[src/rtl/rr_ring_arbiter.sv]
// rr_ring_arbiter: round-robin arbiter with one-hot rotating ring pointer and bounded grant hold time.
// Optional feature: define ARB_LOCK_EN to add a lock input that suppresses hold-expiry release.
module rr_ring_arbiter #(
    parameter int N = 4,
    parameter int MAX_HOLD = 8,
    localparam int IW = (N > 1) ? $clog2(N) : 1,
    localparam int CW = $clog2(MAX_HOLD + 1)
) (
    input  logic          clk,
    input  logic          rst,
    input  logic          en,
    input  logic [N-1:0]  req,
`ifdef ARB_LOCK_EN
    input  logic          lock,
`endif
    output logic [N-1:0]  grant,
    output logic [IW-1:0] grant_idx,
    output logic          busy,
    output logic [N-1:0]  ptr
);
    typedef enum logic {IDLE, GRANT} state_t;
    state_t state, state_n;
    logic [N-1:0] grant_n, ptr_n, arb_ptr;
    logic [IW-1:0] idx_n, win_idx, j;
    logic [CW-1:0] hold_cnt, cnt_n;
    logic found, expire, rel;
    int p;
    assign busy = |grant;
    // pick the first requester at or below the pointer position, wrapping; after a release the
    // pointer used is the rotated one so the outgoing requester ends up at lowest priority
    always_comb begin
        arb_ptr = (state == GRANT) ? {grant[0], grant[N-1:1]} : ptr;
        p = 0;
        found = 1'b0;
        win_idx = '0;
        j = '0;
        for (int i = 0; i < N; i++)
            if (arb_ptr[i]) p = i;
        for (int k = 0; k < N; k++) begin
            j = IW'((p + N - k) % N);
            if (!found && req[j]) begin
                found = 1'b1;
                win_idx = j;
            end
        end
    end
    // release decision for the active grant
    always_comb begin
`ifdef ARB_LOCK_EN
        expire = (hold_cnt == CW'(MAX_HOLD)) && !lock;
`else
        expire = (hold_cnt == CW'(MAX_HOLD));
`endif
        rel = !req[grant_idx] || expire;
    end
    // next-state and next-output logic
    always_comb begin
        state_n = state;
        grant_n = grant;
        idx_n = grant_idx;
        cnt_n = hold_cnt;
        ptr_n = ptr;
        if (state == IDLE) begin
            if (en && found) begin
                state_n = GRANT;
                grant_n = {{(N-1){1'b0}}, 1'b1} << win_idx;
                idx_n = win_idx;
                cnt_n = CW'(1);
            end
        end else if (!rel) begin
            cnt_n = (hold_cnt == CW'(MAX_HOLD)) ? hold_cnt : hold_cnt + CW'(1);
        end else begin
            ptr_n = arb_ptr;
            state_n = (en && found) ? GRANT : IDLE;
            grant_n = (en && found) ? ({{(N-1){1'b0}}, 1'b1} << win_idx) : '0;
            idx_n = (en && found) ? win_idx : '0;
            cnt_n = (en && found) ? CW'(1) : '0;
        end
    end
    // state and output registers
    always_ff @(posedge clk) begin
        if (rst) begin
            state <= IDLE;
            grant <= '0;
            grant_idx <= '0;
            hold_cnt <= '0;
            ptr <= {1'b1, {(N-1){1'b0}}};
        end else begin
            state <= state_n;
            grant <= grant_n;
            grant_idx <= idx_n;
            hold_cnt <= cnt_n;
            ptr <= ptr_n;
        end
    end
endmodule

[config.mk]
export PLATFORM = sky130hd
export DESIGN_NAME = rr_ring_arbiter
export DESIGN_NICKNAME = d
export VERILOG_FILES = /design/src/rtl/rr_ring_arbiter.sv
export SDC_FILE = /design/constraint.sdc
export NUM_CORES = 1
export LEC_CHECK = 0
export BUFFER_PORTS_ARGS = -buffer_cell sky130_fd_sc_hd__buf_2
export CORE_UTILIZATION = 59
export CTS_CLUSTER_SIZE = 8
export DETAILED_ROUTE_END_ITERATION = 8
export GPL_TIMING_DRIVEN = 0
export PLACE_DENSITY_LB_ADDON = 0.08
export SLEW_MARGIN = 20
export SYNTH_ARGS = -nofsm -noshare
export SYNTH_HDL_FRONTEND = slang
export SYNTH_SLANG_ARGS = --single-unit
[constraint.sdc]
create_clock -name clk -period 5.9 [get_ports clk]
set_input_delay 1.18 -clock clk [delete_from_list [all_inputs] [get_ports clk]]
set_output_delay 1.18 -clock clk [all_outputs]
set_load 0.1 [all_outputs]
After elaboration in Yosys (flattened, before gate mapping). Index checks and enable logic that the tools add are counted.

Logic and storage cells: 71. Register bits after elaboration: 15.

Add/sub/neg operators: 5. Multiplexer cells: 38. Equal/unequal tests: 3. Shifts and indexed selects: 1. $lt $le $gt $ge: 5. Reduce and logical (&&, ||, !) cells: 14.

Operator list (number): 4-bit 2-to-1 mux (9); 2-bit 2-to-1 mux (10); 2-bit by 3-bit < comparator with 1-bit output (second input constant) (5); 1-bit 2-to-1 mux (14); 1-bit binary-select mux with 2-bit select (5); 2-bit AND reduction (3); 4-bit by 1-bit adder with 4-bit output (second input constant) (1); 4-bit equality test (second input constant) (1); 1-bit logical AND (4); 1-bit zero test (4); 4-bit OR reduction (1); 1-bit by 2-bit left shift with 4-bit output (first input constant) (1); 2-bit subtractor (second input constant) (2); 3-bit by 2-bit != test with 1-bit output (second input constant) (1); 2-bit by 1-bit adder with 2-bit output (second input constant) (1); 2-bit by 1-bit != test with 1-bit output (second input constant) (1); 2-bit nonzero test (1); 2-bit by 1-bit subtractor with 2-bit output (second input constant) (1); 1-bit logical OR (1).

Depth between registers and ports, before layout. Gate-level depths: netlist of the first run.

Word-level depth: 21. Depth in mapped cells: 9. Mapped depth without buffers: 8.

Worst setup path before layout of the first run. OpenSTA, ideal clock, no wires.

Path type: reg-to-output. From: register grant[3]. To: output port busy. Cell stages (with the launch flop): 3. Slack: 2754 ps. Data required time: 4720 ps. Path buffers: 0. Arrival: 1966 ps. Cell sequence: dfxtp_1 nor2_1 nand3_1.

Cells in the longest elaborated chain, start to end: 1.

RTL lines: start, declared (RTL line 16) `output logic [N-1:0] grant,`; start signal, assigned (RTL line 90) `grant <= grant_n;`; 4-bit OR reduction (RTL line 28) `assign busy = |grant;`; end, declared (RTL line 18) `output logic busy,`.

No other way between the ends.

Worst setup path after layout of the first run.
From: input port req[2]. To: register grant[0].

Cells in the longest elaborated chain, start to end: 16. Elaborated cells on any way between the ends: 35. Classes of those cells: 1 x eq/ne; 1 x shift; 22 x mux; 11 x reduce/logical.

RTL lines: start, declared (RTL line 12) `input logic [N-1:0] req,`; 1-bit binary-select mux with 2-bit select (RTL line 41) `if (!found && req[j]) begin`; 1-bit 2-to-1 mux (not written as such) (RTL line 41); 1-bit 2-to-1 mux (RTL line 41); 1-bit zero test (RTL line 41); 1-bit logical AND (RTL line 41); 1-bit 2-to-1 mux (RTL line 41); 1-bit zero test (RTL line 41); 1-bit logical AND (RTL line 41); 1-bit 2-to-1 mux (RTL line 41); 1-bit zero test (RTL line 41); 1-bit logical AND (RTL line 41); 2-bit 2-to-1 mux / 1-bit 2-to-1 mux (equally long branches) (RTL line 41); 1-bit by 2-bit left shift with 4-bit output / 1-bit logical AND (equally long branches) (RTL line 66, 75, 64); 4-bit 2-to-1 mux (RTL line 75) `grant_n = (en && found) ? ({{(N-1){1'b0}}, 1'b1} << win_idx) : '0;`; 4-bit 2-to-1 mux (RTL line 70) `end else if (!rel) begin`; 4-bit 2-to-1 mux (RTL line 63) `if (state == IDLE) begin`.

Parallel ways exist; a longest one is shown, timed or not. The select of a mux whose other input is x is not followed. A chain may end at the register's enable or synchronous reset.

==> results of run 1 <==
[placed cells by master, fill, tap and decap left out, types with 2 or more instances in the layout]
master,instances
buf_2,19
dfxtp_1,15
nor2_1,11
inv_1,8
nand3_1,7
nand2_1,7
mux2i_1,5
o32ai_1,5
nor2b_1,4
nor3_1,4
o21ai_0,4
clkbuf_1,4
a21oi_1,4
o31ai_1,3
clkbuf_4,3
nand2b_1,2
o32a_1,2
or3_1,2
nor3b_1,2
mux2_2,2
o21ai_1,2
a31oi_1,2
a2bb2oi_1,2
a211oi_1,2
ha_1,2
[through the flow]
| stage | power [uW] | hold slack (ns) | std cells |
|---|---|---|---|
| after floorplan | 275 | 0.472 | 127 |
| after global placement | 303 | 0.480 | 169 |
| after detailed placement | 306 | 0.490 | 169 |
| after CTS | 363 | 0.508 | 173 |
| after global routing | 382 | 0.532 | 173 |
| final | 363 | 0.503 | 173 |
[state kept, by name (all words and copies together) (netlist names)]
signal     count
grant          4
grant_idx      2
hold_cnt       4
ptr            4
state          1
[logic make-up (layout without fill, tap and decap cells)]
kind of cell,after synthesis,after routing
buffers and inverters,15,36
adders and majority gates,2,2
and+or+nand+nor,46,46
DFF,15,15
muxes,8,8
AOI/OAI and AO/OA,41,41
[tightest hold or removal path, stage by stage, from the launching register on]
cell and delay [ns]:
dfxtp_1 0.33, inv_1 0.07, o32ai_1 0.06
[per-layer routing]
| metal | track usage [%] | part of all wire [%] |
|---|---|---|
| met3 | 4.80 | 4.6 |
| met2 | 44.9 | 46 |
| met5 | 0 | 0 |
| met4 | 9.70 | 1.4 |
| met1 | 37.3 | 48 |
[power groups by stage]
stage / Sequential [uW] / Clock (uW) / Combinational (uW)
finish: 123 / 57.0 / 183
CTS: 123 / 59.0 / 181
global route: 124 / 64.1 / 194
global placement: 125 / 0 / 179
floorplan: 168 / 0 / 106
detailed placement: 125 / 0 / 181
[how the worst min path moves through the flow]
| stage | startpoint | to | slack, ns | cells past startpoint |
|---|---|---|---|---|
| finish | grant[1]$_SDFFE_PP0P_ | grant[1]$_SDFFE_PP0P_ | 0.50 | 2 |
| global route | grant[1]$_SDFFE_PP0P_ | grant[1]$_SDFFE_PP0P_ | 0.53 | 2 |
| CTS | grant[1]$_SDFFE_PP0P_ | grant[1]$_SDFFE_PP0P_ | 0.51 | 2 |
| detailed placement | ptr[0]$_SDFFE_PP0P_ | ptr[0]$_SDFFE_PP0P_ | 0.49 | 2 |
| global placement | ptr[0]$_SDFFE_PP0P_ | ptr[0]$_SDFFE_PP0P_ | 0.48 | 2 |
| floorplan | hold_cnt[0]$_SDFFE_PP0P_ | hold_cnt[0]$_SDFFE_PP0P_ | 0.47 | 1 |
[cell type report]
type / instances / area (um^2) / share of cell area, %
Buffer: 7 / 40.0 / 3.24
Clock buffer: 4 / 26.3 / 2.13
Inverter: 8 / 30.0 / 2.43
Multi-Input combinational cell: 97 / 722 / 58.5
Sequential cell: 15 / 300 / 24.3
Tap cell: 25 / 31.3 / 2.53
Timing Repair Buffer: 17 / 85.1 / 6.89
==> impl_metrics.env, run 1 <==
export IMPL_routedWlPerCell_um=14.5
export IMPL_post_cts_setup_buffers=0
export IMPL_postPlaceCellArea_um2=1210
export IMPL_fin_tns_setup_ns=0
export IMPL_nNetsFinal=158
export IMPL_yosysSeqAreaShare_pct=27.5
export IMPL_yosysMostFrequentCell="dfxtp_1"
export IMPL_synthTopCellsByArea="dfxtp_1 (27%), mux2i_1 (4.6%), o32ai_1 (4.0%), nor2_1 (3.8%), nand3_1 (3.2%)"
export IMPL_grt_ovfl_total=0
export IMPL_p_leak_uw=0.000459
export IMPL_initial_utilization_pct=63.3
export IMPL_max_stage_delay_ns=0.46
export IMPL_slew_viol_final=0
export IMPL_drt_pass1_iterations=4
export IMPL_cts_made_buffers=3
export IMPL_r2r_cells=8
export IMPL_max_slew_margin_pct=61.8
export IMPL_rsz0062_at_grt="no"
export IMPL_synthTopCellsByCount="dfxtp_1 (15), nor2_1 (11), inv_1 (8), nand2_1 (7), nand3_1 (7)"
export IMPL_critPathArrivalTime_ns=3.07
export IMPL_pre_cts_ws_ns=2.73
export IMPL_finalCritPeriodShare_pct=48.9
export IMPL_cpLargestDelayFamily="simple AND/OR/NAND/NOR gates"
export IMPL_crit_type="primary input to register"
export IMPL_hold_path_class="register to register"
export IMPL_final_util_pct=71.5
export IMPL_tightest_slew_ns=0.568
export IMPL_synth_fa_ha_area_share_pct=2.29
export IMPL_clock_sinks=15
export IMPL_drive_above_1_share_pct=23.0
export IMPL_p_per_area_nw_per_um2=294
export IMPL_cp_depth=8
export IMPL_drc=0
export IMPL_first_global_vias=957
export IMPL_critPathBufInv=3
export IMPL_cts_repair_resized=0
export IMPL_synth_cells=127
export IMPL_syn_num_nets=136
export IMPL_grt_pass1_wl_um=4200
export IMPL_ant_nets=0
export IMPL_skew_ns=0.00459
export IMPL_yosys_register_bits=15
export IMPL_dpl_hpwl_um=1920
export IMPL_syn2layout_area_growth_pct=13.1
export IMPL_clk_latency_ns=0.28
export IMPL_ys_types=49
export IMPL_cp_startpoint="req[2]"
export IMPL_io_pins=18
export IMPL_synth_edf_count=0
export IMPL_synth_xor_area_share_pct=0
export IMPL_htreeDepth=1
export IMPL_outcome="completed"
export IMPL_internal_power_uw=190
export IMPL_cts_tree="yes"
export IMPL_synthFlopType="dfxtp_1"
export IMPL_die_area_um2=2030
export IMPL_crit_required_ns=6.08
export IMPL_drv_cap=0
export IMPL_design_area_um2=1230
export IMPL_die_h_um=45.0
export IMPL_io_buffer_count=17
export IMPL_cp_slowest_cell="mux4_2"
export IMPL_clk_path_buf_depth=2
export IMPL_path_cells="buf_2, mux4_2, o21a_2, and2_4, buf_6, or4_1, buf_2, o32ai_1"
export IMPL_clk_pin_slew_ns=0.08
export IMPL_r2r_slack_ns=3.46
export IMPL_setup_viol=0
export IMPL_ir_worst_vdd_v=0.000190
export IMPL_finalWirelength_um=2500
export IMPL_cp_end_kind="register"
export IMPL_antenna_cells=0
export IMPL_path_max_fanout=8
export IMPL_crit_top_cell="buf_2"
export IMPL_r2r_start="state$_SDFF_PP0_"
export IMPL_gp_congestion=0.917
export IMPL_switching_share_pct=47.6
export IMPL_vias=1075
export IMPL_combinationalPowerShare_pct=50.4
export IMPL_synth_top_cell_by_area="dfxtp_1"
export IMPL_r2r_end="grant[0]$_SDFFE_PP0P_"
export IMPL_async_flop_share_pct=0
export IMPL_worst_slack_ns=3.02
export IMPL_cp_start_kind="primary input"
export IMPL_crit_end="grant[0]$_SDFFE_PP0P_"
export IMPL_ys_warn_count=0
export IMPL_yosys_area_share_simple_pct=22.9
export IMPL_clock_fmax_mhz=347
export IMPL_p_clk_share_pct=15.7
export IMPL_grt_util_all_layers_pct=27.8
export IMPL_power_switching_uw=173
export IMPL_fillers=146
export IMPL_netlist_area_um2=1090
export IMPL_holdBufCountCts=0
export IMPL_hold_viol=0
export IMPL_yosysTopAreaCellShare_pct=27.5
export IMPL_synth_compound_area_share_pct=32.2
export IMPL_clockRootBuffer="clkbuf_4"
export IMPL_drt_iter0_drc=18
export IMPL_period_minus_slack_ns=2.88
export IMPL_antenna_found_initial=0
export IMPL_grt_start_max_net_pins=11
export IMPL_synthMuxAreaShare_pct=8.71
export IMPL_syn_area_per_cell_um2=8.60
export IMPL_rows=15
export IMPL_synth_top_family_by_area="compound AO/OA/AOI/OAI gates"
export IMPL_routed_via_density=6.21
export IMPL_coreArea_um2=1730
export IMPL_seqPwrFrac_pct=33.9
export IMPL_die_x_um=45.0
No activity file was read; power rests on OpenSTA's default activity.
==> run 2, diff against run 1 <==
ABC_AREA = 1   (was unset)
CORE_UTILIZATION = 55   (was 59)
clock period = 2.7 ns   (was 5.9 ns; I/O delays follow)
==> run 2 against run 1 <==
  * Power rose to 3.1 times the previous value
  * Die area up 10%
  * Register-to-register slack worse by 2.8 ns
  * Clock skew down 0.0032 ns
  * Count of clock-buffer cells in the layout unchanged
  * Largest power group unchanged
==> impl_metrics.env, run 2 <==
export IMPL_cp_start_kind="register"
export IMPL_cp_end_kind="register"
export IMPL_r2r_cells=14
export IMPL_p_leak_uw=0.000596
export IMPL_synth_cells=166
export IMPL_holdBufCountCts=0
export IMPL_crit_type="register to register"
export IMPL_antenna_cells=0
export IMPL_synthFlopType="dfxtp_1"
export IMPL_worstHoldStart="rst"
export IMPL_path_max_fanout=10
export IMPL_place_inst=210
export IMPL_critPathArrivalTime_ns=2.25
export IMPL_final_cell_mix="nand3_1 (35), nand2_1 (32), buf_2 (17)"
export IMPL_fillers=181
export IMPL_clockRootBuffer="clkbuf_4"
export IMPL_grt_util_all_layers_pct=24.3
export IMPL_power_uw=1140
export IMPL_clk_path_buf_depth=2
export IMPL_drt_pass1_iterations=4
export IMPL_layout_commonest_cell="nand3_1"
export IMPL_post_cts_setup_buffers=0
export IMPL_skew_ns=0.00139
export IMPL_grt_start_max_net_pins=11
export IMPL_ir_worst_vdd_v=0.000882
export IMPL_hold_path_class="primary input to register"
export IMPL_netlist_area_um2=1130
export IMPL_whs_ns=0.453
export IMPL_initial_utilization_pct=58.0
export IMPL_p_per_area_nw_per_um2=899
export IMPL_gp_congestion=0.831
export IMPL_syn2layout_area_growth_pct=12.9
export IMPL_htreeDepth=1
export IMPL_die_h_um=47.3
export IMPL_yosysTopAreaCellShare_pct=26.7
export IMPL_final_util_pct=65.5
export IMPL_finalWirelength_um=2640
export IMPL_synthTopCellsByCount="nand3_1 (35), nand2_1 (32), dfxtp_1 (15), inv_1 (15), nand2_2 (15)"
export IMPL_final_cell_count_no_fill=214
export IMPL_die_x_um=47.3
export IMPL_ys_warn_count=0
export IMPL_rows=16
export IMPL_clock_fmax_mhz=494
export IMPL_finalCritPeriodShare_pct=75.0
export IMPL_antenna_found_initial=0
export IMPL_vias=1170
export IMPL_drv_cap=0
export IMPL_setup_viol=0
export IMPL_tightest_slew_ns=0.527
export IMPL_synthTopCellsByArea="dfxtp_1 (27%), nand3_1 (16%), nand2_1 (11%), nand2_2 (8.3%), a21oi_1 (5.3%)"
export IMPL_io_pins=18
export IMPL_fin_tns_setup_ns=0
export IMPL_max_slew_margin_pct=64.9
export IMPL_clk_latency_ns=0.29
export IMPL_outcome="completed"
export IMPL_rsz0062_at_grt="no"
export IMPL_nNetsFinal=197
export IMPL_async_flop_share_pct=0
export IMPL_cts_tree="yes"
export IMPL_crit_required_ns=2.93
export IMPL_grt_pass1_wl_um=3810
export IMPL_min_path_cells=2
export IMPL_clock_sinks=15
export IMPL_syn_area_per_cell_um2=6.78
export IMPL_ys_types=24
export IMPL_grt_ovfl_total=0
export IMPL_yosysMostFrequentCell="nand3_1"
export IMPL_cts_made_buffers=3
export IMPL_die_area_um2=2230
export IMPL_synth_top_cell_by_area="dfxtp_1"
export IMPL_ant_nets=0
export IMPL_r2r_slack_ns=0.68
export IMPL_synth_edf_count=0
export IMPL_coreArea_um2=1940
export IMPL_first_global_vias=883
export IMPL_r2r_end="grant[1]$_SDFFE_PP0P_"
export IMPL_syn_num_nets=175
export IMPL_period_minus_slack_ns=2.02
export IMPL_top_regs="grant (4), hold_cnt (4), ptr (4)"
export IMPL_whs_endpoint="grant_idx[1]$_SDFFE_PP0P_"
export IMPL_io_buffer_count=17
export IMPL_drt_iter0_drc=40
export IMPL_routed_via_density=5.47
export IMPL_yosys_register_bits=15
export IMPL_yosysSeqAreaShare_pct=26.7
export IMPL_slew_viol_final=0
export IMPL_dpl_hpwl_um=2000
export IMPL_drive_above_1_share_pct=29.9
export IMPL_hold_viol=0
export IMPL_clk_pin_slew_ns=0.09
export IMPL_routedWlPerCell_um=12.3
export IMPL_cts_repair_resized=0
export IMPL_drc=0
export IMPL_r2r_start="state$_SDFF_PP0_"
==> run 2: worst max-delay path: stages (launching register included) <==
cell,delay [ns]
dfxtp_1,0.48
inv_2,0.17
nand2_2,0.09
nand2_2,0.09
nand2_4,0.14
nand2_4,0.11
nand2_2,0.09
nand3_1,0.08
nand2_2,0.13
nand4_1,0.10
nand2_1,0.08
nand2_2,0.08
nor2_4,0.10
nand2_1,0.08
a21oi_2,0.12
==> run 2: report_power, final <==
group / total (uW) / internal, uW / switching [uW]
Sequential: 287 / 253 / 34.1
Combinational: 725 / 166 / 558
Clock: 131 / 57.6 / 73.2
Total: 1140 / 477 / 666
==> run 2: how the worst max path moves through the flow <==
stage                                      from                         to  slack [ns]  depth (start not counted)
after floorplan           grant[3]$_SDFFE_PP0P_                       busy        0.26                          2
after global placement                   req[1]      grant[1]$_SDFFE_PP0P_        0.63                         10
after detailed placement                 req[1]  grant_idx[0]$_SDFFE_PP0P_        0.59                         10
after CTS                      state$_SDFF_PP0_      grant[1]$_SDFFE_PP0P_        0.69                         14
after global routing           state$_SDFF_PP0_      grant[1]$_SDFFE_PP0P_        0.50                         14
final                          state$_SDFF_PP0_      grant[1]$_SDFFE_PP0P_        0.68                         14
==> run 2: layout make-up <==
class	instances	area [um^2]	area share (%)
multi-input cells	127	728	57.3
clock buffers	4	26.3	2.07
inverters	21	78.8	6.20
plain buffers	3	18.8	1.48
well taps	27	33.8	2.66
flip-flops and latches	15	300	23.6
repair buffers	17	85.1	6.69
==> run 2: stage by stage <==
step	area (um^2)	setup slack (ns)
5_1_grt	1270	0.502
6_report	1270	0.675
3_5_place_dp	1240	0.585
4_1_cts	1270	0.691
3_3_place_gp	1240	0.626
2_1_floorplan	1130	0.263
==> run 2: metal layers <==
layer	share of wire, %	vias up	global-route usage [%]
met3	4.4	7	1.54
met5	0	-	0
met2	46	44	40.3
met1	47	525	31.5
met4	2.6	0	13.1
li1	-	594	-
==> run 2: cell families (layout without fill, tap and decap cells) <==
group,Yosys count,after routing,share of synthesized area (%)
buffers and inverters,24,45,8.67
adder cells (fa/ha/maj),2,2,2.22
XOR/XNOR,2,2,1.56
AO/OA/AOI/OAI,24,24,12.8
flip-flops,15,15,26.7
AND/OR/NAND/NOR,99,99,48.1
==> run 3, diff against run 2 <==
CORE_UTILIZATION = 50   (was 55)
clock period = 1.64 ns   (was 2.7 ns; I/O delays follow)
==> run 3 against run 2 <==
  * The run now ends with setup timing left
  * Largest cell class unchanged
  * Cell count is 7.0% higher
  * Hold slack worse by 0.20 ns
  * Global-route usage is 5.3 points higher
==> impl_metrics.env, run 3 (same netlist as run 2, synthesis figures left out) <==
export IMPL_path_max_fanout=7
export IMPL_drt_pass1_iterations=4
export IMPL_ir_worst_vdd_v=0.00114
export IMPL_clk_pin_slew_ns=0.10
export IMPL_fillers=130
export IMPL_period_minus_slack_ns=1.89
export IMPL_grt_util_all_layers_pct=29.6
export IMPL_clockRootBuffer="clkbuf_4"
export IMPL_cp_end_kind="register"
export IMPL_htreeDepth=1
export IMPL_drive_above_1_share_pct=55.9
export IMPL_antenna_cells=0
export IMPL_routed_via_density=5.60
export IMPL_failed_checks="setup timing"
export IMPL_setup_viol=11
export IMPL_crit_top_cell="nand2_1"
export IMPL_clk_latency_ns=0.29
export IMPL_coreArea_um2=2040
export IMPL_critPathArrivalTime_ns=2.11
export IMPL_clock_sinks=15
export IMPL_crit_required_ns=1.86
export IMPL_rsz0062_at_grt="yes"
export IMPL_initial_utilization_pct=55.1
export IMPL_final_util_pct=83.1
export IMPL_clock_fmax_mhz=529
export IMPL_drc=0
export IMPL_cp_slowest_cell="dfxtp_4"
export IMPL_die_x_um=49.5
export IMPL_die_h_um=49.5
export IMPL_drt_iter0_drc=34
export IMPL_path_cells="inv_8, nand2_4, nand2_4, nand2_8, nand2_8, buf_6, nand2_1, nand3_1, nand2_2, nand3_2, nand2_1, nand2_1, nand2_2, nand3_1, a21oi_2"
export IMPL_hold_path_class="primary input to register"
export IMPL_first_global_vias=1270
export IMPL_critPathBufInv=2
export IMPL_grt_ovfl_total=0
export IMPL_io_pins=18
export IMPL_cts_tree="yes"
export IMPL_final_cell_count_no_fill=229
export IMPL_multiInputGateArea_um2=976
export IMPL_vias=1283
export IMPL_tightest_slew_ns=0.545
export IMPL_place_inst=210
export IMPL_syn2layout_area_growth_pct=50.7
export IMPL_crit_type="register to register"
export IMPL_fin_tns_setup_ns=-2.00
export IMPL_final_cell_mix="nand2_1 (24), nand3_1 (19), buf_2 (17)"
export IMPL_seq_area_um2=335
export IMPL_cpLargestDelayFamily="simple AND/OR/NAND/NOR gates"
export IMPL_gp_congestion=0.851
export IMPL_antenna_found_initial=0
export IMPL_skew_ns=0.00689
export IMPL_hold_viol=0
export IMPL_max_slew_margin_pct=63.7
export IMPL_grt_pass1_wl_um=5640
export IMPL_p_per_area_nw_per_um2=1330
export IMPL_nNetsFinal=212
export IMPL_top_regs="grant (4), hold_cnt (4), ptr (4)"
export IMPL_cp_start_kind="register"
export IMPL_slew_viol_final=0
export IMPL_layout_commonest_cell="nand2_1"
export IMPL_ant_nets=0
export IMPL_finalWirelength_um=3420
export IMPL_cts_made_buffers=3
export IMPL_routedWlPerCell_um=14.9
export IMPL_outcome="finished with violations"
export IMPL_finalCritPeriodShare_pct=115
export IMPL_max_stage_delay_ns=0.46
export IMPL_die_area_um2=2450
export IMPL_grt_start_max_net_pins=11
export IMPL_p_leak_uw=0.000747
export IMPL_drv_cap=0
export IMPL_rows=16
export IMPL_dpl_hpwl_um=2150
export IMPL_worst_slack_ns=-0.252
export IMPL_clk_path_buf_depth=2
export IMPL_io_buffer_count=17
==> run 3: final cells by class <==
class | instances | share of cell area [%]
clock buffer | 3 | 1.33
buffer | 3 | 1.55
inverter | 21 | 5.24
clock inverter | 1 | 0.295
timing repair buffer | 32 | 12.3
multi-input combinational | 127 | 57.5
sequential | 15 | 19.8
tap | 27 | 1.99
==> run 3: final timing paths <==
check                                         start  depth (start not counted)               endpoint  slack (ns)
worst max-delay path               state$_SDFF_PP0_                         15  grant[2]$_SDFFE_PP0P_       -0.25
worst min-delay path                            rst                          2       state$_SDFF_PP0_        0.25
worst max register to register     state$_SDFF_PP0_                         15  grant[2]$_SDFFE_PP0P_       -0.25
worst min register to register  ptr[2]$_SDFFE_PP0P_                          2    ptr[2]$_SDFFE_PP0P_        0.52
==> run 3: layer usage <==
layer / GRT usage (%) / part of all wire [%] / vias up
met5: 0 / 0 / -
met4: 12.9 / 1.8 / 0
met2: 52.3 / 52 / 35
met3: 2.47 / 3.2 / 10
met1: 36.5 / 43 / 611
li1: - / - / 627
==> run 3: metrics by stage <==
| stage | worst slack, ns | power (uW) | hold slack, ns | cell area [um^2] |
|---|---|---|---|---|
| finish | -0.252 | 2250 | 0.250 | 1700 |
| global route | -0.373 | 2380 | 0.254 | 1700 |
| CTS | -0.225 | 2130 | 0.231 | 1590 |
| detailed placement | -0.347 | 1760 | 0.469 | 1370 |
| global placement | -0.292 | 1740 | 0.463 | 1370 |
| floorplan | -0.144 | 1570 | 0.387 | 1250 |
==> run 3: power breakdown <==
group,leakage [uW],internal (uW),switching (uW)
combinational,0.000601,445,1090
clock,0.0000177,90.6,123
sequential,0.000129,432,71.8
==> run 3: what timing repair did <==
action	in CTS	in global routing
hold buffers	0	0
setup endpoints to repair	15	15
buffers inserted	13	2
pin swaps	24	19
resized for setup	27	17
